==> config.mk <==
export PLATFORM = sky130hd
export DESIGN_NAME = instr_sequencer
export DESIGN_NICKNAME = d
export VERILOG_FILES = /design/src/rtl/softmc_seq_pkg.sv /design/src/rtl/seq_wait_counter.sv /design/src/rtl/instr_sequencer.sv
export SDC_FILE = /design/constraint.sdc
export NUM_CORES = 1
export LEC_CHECK = 0
export ABC_CLOCK_PERIOD_IN_PS = 2000
export BUFFER_PORTS_ARGS = -buffer_cell sky130_fd_sc_hd__buf_2
export CORE_AREA = 2 2 103 65
export CTS_BUF_LIST = sky130_fd_sc_hd__clkbuf_8
export CTS_CLUSTER_SIZE = 10
export DETAILED_ROUTE_END_ITERATION = 8
export DIE_AREA = 0 0 105 67
export GPL_ROUTABILITY_DRIVEN = 0
export PLACE_DENSITY = 0.75
export SETUP_SLACK_MARGIN = 0.4
export SYNTH_ARGS = -nofsm -noshare
export SYNTH_HDL_FRONTEND = slang
export SYNTH_SLANG_ARGS = --single-unit
==> constraint.sdc <==
create_clock -name clk -period 2 [get_ports clk]
set_clock_uncertainty 0.05 [all_clocks]
set_input_delay 0.4 -clock clk [delete_from_list [all_inputs] [get_ports clk]]
set_output_delay 0.4 -clock clk [all_outputs]
set_load 0.05 [all_outputs]
==> src/rtl/softmc_seq_pkg.sv <==
// softmc_seq_pkg
//   Shared definitions for the SoftMC instruction sequencer: instruction
//   type-field location, type codes and the sequencer state encoding.
package softmc_seq_pkg;

  // Type field occupies instr[31:28]
  localparam int unsigned TYPE_MSB = 31;
  localparam int unsigned TYPE_LSB = 28;

  localparam logic [3:0] TYPE_DDR    = 4'b0100;
  localparam logic [3:0] TYPE_WAIT   = 4'b0001;
  localparam logic [3:0] TYPE_BUSDIR = 4'b0010;
  localparam logic [3:0] TYPE_END    = 4'b1111;

  typedef enum logic [1:0] {
    IDLE,
    RUN,
    WAIT,
    DONE
  } seq_state_t;

endpackage

==> src/rtl/seq_wait_counter.sv <==
// seq_wait_counter
//   Down-counter used by the sequencer's WAIT state.
//   clk, rst_n : clock, asynchronous active-low reset (count -> 0)
//   load       : load value (has priority over dec)
//   value      : count to load
//   dec        : decrement by one; holds at zero, never wraps
//   zero       : count == 0
module seq_wait_counter #(
  parameter int unsigned WAIT_W = 16
) (
  input  logic              clk,
  input  logic              rst_n,
  input  logic              load,
  input  logic [WAIT_W-1:0] value,
  input  logic              dec,
  output logic              zero
);

  logic [WAIT_W-1:0] count;

  always_ff @(posedge clk or negedge rst_n) begin
    if (!rst_n) begin
      count <= '0;
    end else if (load) begin
      count <= value;
    end else if (dec && (count != '0)) begin
      count <= count - WAIT_W'(1);
    end
  end

  assign zero = (count == '0);

endmodule

==> src/rtl/instr_sequencer.sv <==
// instr_sequencer
//   Pops 32-bit SoftMC instructions from the host FIFO, executes control
//   instructions (WAIT, BUSDIR, END) locally and forwards DDR instructions
//   to instr_decoder, one per cycle, with one cycle of latency.
//   clk, rst_n        : DFI clock, asynchronous active-low reset
//   start             : pulse, starts a sequence when IDLE
//   abort             : synchronous, ends the sequence at once
//   in_valid/in_data  : FIFO word; popped when in_valid & in_ready
//   in_ready          : (state == RUN) & ~abort
//   dec_en/dec_instr  : registered drive into instr_decoder en/instr
//   busdir            : registered bus direction (1 = read)
//   busy              : high outside IDLE
//   done              : one-cycle pulse after END is accepted
//   err               : sticky unknown-type flag, cleared on accepted start
module instr_sequencer
  import softmc_seq_pkg::*;
#(
  parameter int unsigned INSTR_W = 32,
  parameter int unsigned WAIT_W  = 16
) (
  input  logic               clk,
  input  logic               rst_n,
  input  logic               start,
  input  logic               abort,
  input  logic               in_valid,
  input  logic [INSTR_W-1:0] in_data,
  output logic               in_ready,
  output logic               dec_en,
  output logic [INSTR_W-1:0] dec_instr,
  output logic               busdir,
  output logic               busy,
  output logic               done,
  output logic               err
);

  seq_state_t        state;
  logic [3:0]        instr_type;
  logic [WAIT_W-1:0] wait_n;
  logic              accept;
  logic              cnt_load;
  logic [WAIT_W-1:0] cnt_value;
  logic              cnt_dec;
  logic              cnt_zero;

  assign instr_type = in_data[TYPE_MSB:TYPE_LSB];
  assign wait_n     = in_data[WAIT_W-1:0];
  assign in_ready   = (state == RUN) && !abort;
  assign accept     = in_valid && in_ready;

  // Loading zero doubles as the abort clear, so the counter needs no
  // separate clear input.
  always_comb begin
    cnt_load  = 1'b0;
    cnt_value = '0;
    cnt_dec   = 1'b0;
    if (abort && (state != IDLE)) begin
      cnt_load = 1'b1;
    end else if (accept && (instr_type == TYPE_WAIT) && (wait_n != '0)) begin
      cnt_load  = 1'b1;
      cnt_value = wait_n - WAIT_W'(1);
    end else if (state == WAIT) begin
      cnt_dec = 1'b1;
    end
  end

  seq_wait_counter #(
    .WAIT_W(WAIT_W)
  ) u_wait_counter (
    .clk   (clk),
    .rst_n (rst_n),
    .load  (cnt_load),
    .value (cnt_value),
    .dec   (cnt_dec),
    .zero  (cnt_zero)
  );

  always_ff @(posedge clk or negedge rst_n) begin
    if (!rst_n) begin
      state     <= IDLE;
      dec_en    <= 1'b0;
      dec_instr <= '0;
      busdir    <= 1'b0;
      busy      <= 1'b0;
      done      <= 1'b0;
      err       <= 1'b0;
    end else begin
      dec_en <= 1'b0;
      done   <= 1'b0;
      if (state == IDLE) begin
        if (start && !abort) begin
          state <= RUN;
          busy  <= 1'b1;
          err   <= 1'b0;
        end
      end else if (abort) begin
        state <= IDLE;
        busy  <= 1'b0;
      end else begin
        unique case (state)
          RUN: begin
            if (accept) begin
              case (instr_type)
                TYPE_DDR: begin
                  dec_instr <= in_data;
                  dec_en    <= 1'b1;
                end
                TYPE_WAIT: begin
                  if (wait_n != '0) state <= WAIT;
                end
                TYPE_BUSDIR: busdir <= in_data[0];
                TYPE_END: begin
                  state <= DONE;
                  done  <= 1'b1;
                end
                default: err <= 1'b1;
              endcase
            end
          end
          WAIT: begin
            if (cnt_zero) state <= RUN;
          end
          DONE: begin
            state <= IDLE;
            busy  <= 1'b0;
          end
          default: state <= IDLE;
        endcase
      end
    end
  end

endmodule

-- After elaboration in Yosys (flattened, before gate mapping)
Cells that the tools add are included.
- input port bits: 37
- bits in registers: 55
- logic and storage cells: 86
- add/subtract/negate cells: 2
- multiplexer cells: 37
- equal/unequal tests: 14
- reductions and logical operators: 23
- bitwise gates (word level): 2
- operators by type and width (cell ; number):
    $mux 16 ; 4
    $reduce_bool 16->1 ; 2
    $sub 16x1->16 const B ; 2
    $mux 1 ; 25
    $reduce_and 5->1 ; 4
    $logic_not 16->1 ; 1
    $mux 2 ; 6
    $ne 4x3->1 const B ; 2
    $pmux 2 s2 ; 2
    $reduce_bool 2->1 ; 4
    $logic_and 1x1->1 ; 7
    $ne 2x1->1 const B ; 3
    $ne 5x2->1 const B ; 1
    $ne 5x3->1 const B ; 1
    $eq 2x2->1 const B ; 2
    $eq 4x1->1 const B ; 1
    $eq 4x2->1 const B ; 1
    $eq 4x3->1 const B ; 1
    $eq 4x4->1 const B ; 1
    $reduce_or 4->1 ; 1
    $reduce_bool 3->1 ; 1
    $eq 2x1->1 const B ; 1
    $logic_not 2->1 ; 1
    $not 1->1 ; 2
    2 further kinds ; 2

-- Longest topological paths before layout
- word-level depth: 10
- mapped depth: 9
- gate-level depth less buffers: 7

-- Cells and area by module
Synthesis repeated with hierarchy kept, for this count alone.
- cell total of the unflattened synthesis: 306
- area, all modules: 3072.9 um^2
- modules (own cells, without submodules) (module ; instances ; seq. area each (um^2) ; cells each ; area an instance (um^2)):
    instr_sequencer ; 1 ; 975.9 ; 183 ; 2028.2
    seq_wait_counter ; 1 ; 400.4 ; 123 ; 1044.8

-- Worst setup path after synthesis
Ideal clock, no wire load.
- path kind: register to register
- start point: register state[1]
- end point: register u_wait_counter.count[11]
- cell stages (with the launch flop): 8
- data required time: 1822 ps
- library setup time: 128 ps
- slack: -458 ps
- arrival: 2280 ps
- cell sequence: dfrtp_1 > inv_1 > ha_1 > nor2b_1 > nand4_2 > nand2_2 > buf_6 > o22ai_1
- longest elaborated chain between the ends: 9
- elaborated cells on any way between the ends: 18
- classes of those cells: 2 x eq/ne; 8 x mux; 8 x reduce/logical
- ends and longest elaborated chain (what ; RTL line ; source):
    start, declared ; instr_sequencer.sv:36 ; seq_state_t state;
    start signal, assigned ; instr_sequencer.sv:79 ; state <= IDLE;
    start signal, assigned ; instr_sequencer.sv:91 ; state <= RUN;
    start signal, assigned ; instr_sequencer.sv:96 ; state <= IDLE;
    $eq 2x1->1 * ; instr_sequencer.sv:47 ; assign in_ready = (state == RUN) && !abort;
    $logic_and 1x1->1 * ; instr_sequencer.sv:47 ;
    via in_ready ; instr_sequencer.sv:27 ; output logic in_ready,
    $logic_and 1x1->1 * ; instr_sequencer.sv:48 ; assign accept = in_valid && in_ready;
    $logic_and 1x1->1 * (2 in series) ; instr_sequencer.sv:58 ; end else if (accept && (instr_type == TYPE_WAIT) && (wait_n != '0)) begin
    $mux 1 ; instr_sequencer.sv:58 ;
    $mux 1 ; instr_sequencer.sv:56 ; if (abort && (state != IDLE)) begin
    $logic_and 1x1->1 ; seq_wait_counter.sv:26 ; end else if (dec && (count != '0)) begin
    $reduce_bool 2->1 (no line) ; n/a ;
    end signal, assigned ; seq_wait_counter.sv:25 ; count <= value;
    end signal, assigned ; seq_wait_counter.sv:27 ; count <= count - WAIT_W'(1);
    end, declared ; seq_wait_counter.sv:19 ; logic [WAIT_W-1:0] count;
Mark *: on every way through the listed nets, which the timed path passes. The rest lies on a longest branch.
A chain may end at the register's enable or synchronous reset.

-- Worst setup path after layout
- start point: register state[1]
- end point: register dec_instr[11]
- longest elaborated chain between the ends: 4
- elaborated cells on any way between the ends: 6
- classes of those cells: 1 x eq/ne; 1 x bitwise; 4 x reduce/logical
- ends and longest elaborated chain (what ; RTL line ; source):
    $eq 2x1->1 ; instr_sequencer.sv:47, instr_sequencer.sv:99 ;
    $logic_and 1x1->1 ; instr_sequencer.sv:47 ;
    $logic_and 1x1->1 ; instr_sequencer.sv:48 ;
    $reduce_and 5->1 (no line) * ; n/a ;
    end signal, assigned ; instr_sequencer.sv:104 ; dec_instr <= in_data;
    end, declared ; instr_sequencer.sv:29 ; output logic [INSTR_W-1:0] dec_instr,
Mark *: on every way between the ends. The rest lies on a longest branch, timed or not.

==> summary.md <==
| Metric | Value |
|---|---|
| DR vias | `2731` |
| Final worst path period need | `2080 ps` |
| Grt total ovfl | `0` |
| I/O Pins | `75` |
| Top delay family on crit path | `simple AND/OR/NAND/NOR gates` |
| RSZ-0062 raised after global routing | `true` |
| Critical path's slowest cell | `dfrtp_1` |
| Mapped cell area | `2940 um^2` |
| PD cells | `1620 nW/um^2` |
| Vias in the first global route | `2630` |
| Placed Instances | `435` |
| Final worst slack | `-79.4 ps` |
| Total Wirelength | `9.56 mm` |
| Min Hold Slack | `-4.22 ps` |
| Clock power share | `8.8%` |
| Seq pwr share | `24.5%` |
| Cts hold-fix bufs | `0` |
| Crit. path cell count | `8` |
| Final Hold Fails | `22` |
| Max-cap check violation count | `0` |
| Global-route wire length before repair | `13.4 mm` |
| Layout Cells excl Fill | `477` |
| Peak supply drop | `0.00116 V` |
| Failing checks | `hold timing, setup timing` |
| P_sw | `3.47 mW` |
| Fin Setup TNS | `-1500 ps` |
| Detailed Routing Iterations Pass 1 | `7` |
| Outcome | `complete, but fails checks` |
| CTS clock-pin slew for the worst setup and hold paths | `100 ps` |
| Tcrit/Tclk final | `104%` |
| Worst r2r path cells | `8` |
| CP Cell Sequence | `inv_2, ha_4, nor3b_4, nand2_2, nor2_4, and3_4, clkbuf_16, mux2_4` |
| Combinational cell fraction of total power | `66.8%` |
| Die X | `105 um` |
| Antenna cells | `0` |
| Netlist cell types | `51` |
| Clock buffer depth | `2` |
| Post-DP HPWL | `5.16 mm` |
| Seq cells post-synth | `55` |
| CTS Buf Count | `5` |
| Antenna Nets Post-Route | `0` |
| Commonest non-fill, non-tap cell in the layout | `buf_2` |
| Layout area overhead | `52.8%` |
| Delay of the slowest critical-path stage | `410 ps` |
| Worst path required time | `2160 ps` |
| Syn_area_per_cell | `11.0 um^2` |
| Most frequent cells in the layout | `buf_2, dfrtp_1, mux2_4` |
| CORE AREA | `6000 um^2` |
| WP data arrival | `2240 ps` |
| GRT Util Overall | `25.0%` |
| Wire per inst | `20.0 um` |
| Rel. slew slack | `65.4%` |
| Critical path endpoint category | `flip-flop` |
| Mapped Cells | `268` |
| Share of cells above drive strength 1 | `56.5%` |
| Hold crit path type | `input pin to async pin` |
| Initial Util | `49.0%` |
| Port bufs | `74` |
| Initial antenna violation count | `0` |
| Root Driver | `clkbuf_8` |
| Worst skew pair latency | `310 ps` |
| DRC viols | `0` |
| CP Launch Type | `flip-flop` |
| CTS Sinks | `55` |
| Ys Warns | `0` |
| Num rows | `22` |
| Worst-margin pin slew | `519 ps` |
| 1st-iter DRT viols | `228` |
| Int Power | `3.81 mW` |
| Setup CP Type | `flip-flop to flip-flop` |
| Pwr Total | `7.29 mW` |
| Crit path max fanout | `8` |
| Die Y | `67 um` |
| Worst Path Buf+Inv | `2` |
| Fin nets | `438` |
| Fmax | `481 MHz` |
| Sw Ratio | `47.7%` |
| CTS tree | `built` |
| Final-report setup violation count | `30` |
| Max-slew violation total from the final report | `0` |
| H-tree depth | `2` |
| Die footprint | `7040 um^2` |
| Largest net degree at the start of global routing | `34` |
| P_leak | `2.12 nW` |
| Vias per cell | `5.73` |
| Syn Nets | `314` |
| Seq/Total Area, Yosys | `46.8%` |
power by group through the flow:
| stage | Combinational, mW | Sequential, mW | Clock, mW |
|---|---|---|---|
| after floorplan | 1.57 | 2.29 | 0 |
| after global placement | 2.81 | 1.71 | 0 |
| after detailed placement | 2.85 | 1.73 | 0 |
| after CTS | 3.93 | 1.74 | 0.638 |
| after global routing | 5.02 | 1.82 | 0.687 |
| final | 4.86 | 1.78 | 0.638 |
flip-flops by register name, summed over array words and instances (netlist names):
register and cells:
err 1, busy 1, done 1, dec_en 1
busdir 1, state 2, dec_instr 32, u_wait_counter.count 16
metal layers:
| layer | up-vias | routed length [um] | track usage [%] |
|---|---|---|---|
| met2 | 143 | 4560 | 41.8 |
| met1 | 1346 | 4080 | 32.1 |
| li1 | 1216 | - | - |
| met4 | 0 | 162 | 8.50 |
| met3 | 26 | 754 | 6.36 |
| met5 | - | 0 | 0 |
per-stage QoR:
stage,utilization [%],setup slack [ps],area (um^2)
2_1_floorplan,-,12.9,3030
3_3_place_gp,59.5,2.95,3570
3_5_place_dp,59.5,-72.8,3570
4_1_cts,69.0,-37.3,4140
5_1_grt,74.9,-120,4500
6_report,74.9,-79.4,4500
Yosys cell counts, drive strengths merged:
cell / number / area [um^2]
dfrtp: 55 / 1380
mux2: 29 / 327
nor2: 23 / 88.8
nand2: 17 / 66.3
o22ai: 14 / 87.6
xor2: 12 / 105
xnor2: 11 / 96.3
ha: 9 / 113
inv: 8 / 30.0
nor3: 8 / 40.0
nor3b: 8 / 65.1
a21oi: 6 / 30.0
buf: 6 / 43.8
nand3: 6 / 30.0
nor4: 6 / 65.1
o21ai: 6 / 33.8
nand2b: 5 / 31.3
nor2b: 5 / 31.3
nand4: 4 / 31.3
nand3b: 3 / 22.5
or4: 3 / 26.3
and3: 2 / 12.5
and4: 2 / 17.5
mux2i: 2 / 20.0
o31ai: 2 / 15.0
o32ai: 2 / 17.5
or3: 2 / 12.5
a21boi: 1 / 7.51
a21o: 1 / 7.51
a22oi: 1 / 7.51
a31o: 1 / 8.76
and3b: 1 / 8.76
nand4b: 1 / 8.76
nor4b: 1 / 15.0
o211ai: 1 / 7.51
o21a: 1 / 7.51
o31a: 1 / 8.76
or2: 1 / 6.26
or4b: 1 / 13.8
final timing paths:
path                            endpoint     startpoint  slack, ps
hold reg to reg            dec_instr[31]  dec_instr[31]        460
min in group clk           dec_instr[17]    in_data[17]        260
max in group asynchronous       state[0]          rst_n       1330
setup reg to reg           dec_instr[11]       state[1]        -80
hold / removal             dec_instr[26]          rst_n         -4
setup / recovery           dec_instr[11]       state[1]        -80
cell families (layout without fill, tap and decap cells):
family          after synthesis  count (layout)  synth area share, %
compound gates               37              37                 8.12
simple gates                 99              99                 20.2
flops                        55              55                 46.8
buf+inv                      14             139                 2.51
mux                          31              31                 11.8
fa+ha+maj                     9               9                 3.83
xor+xnor                     23              23                 6.85
final cells by class:
class	count	area (um^2)
Inverter	8	32.5
Fill cell	389	1510
Timing Repair Buffer	123	910
Multi-Input combinational cell	199	1980
Sequential cell	55	1380
Clock buffer	5	68.8
Clock inverter	3	21.3
Tap cell	84	105
repair_timing:
action,in CTS,in global routing
setup buffers,24,7
setup endpoints to repair,53,53
pin swaps,17,19
resized for setup,64,57
gates cloned,1,2
No activity file was read; power rests on OpenSTA's default activity.
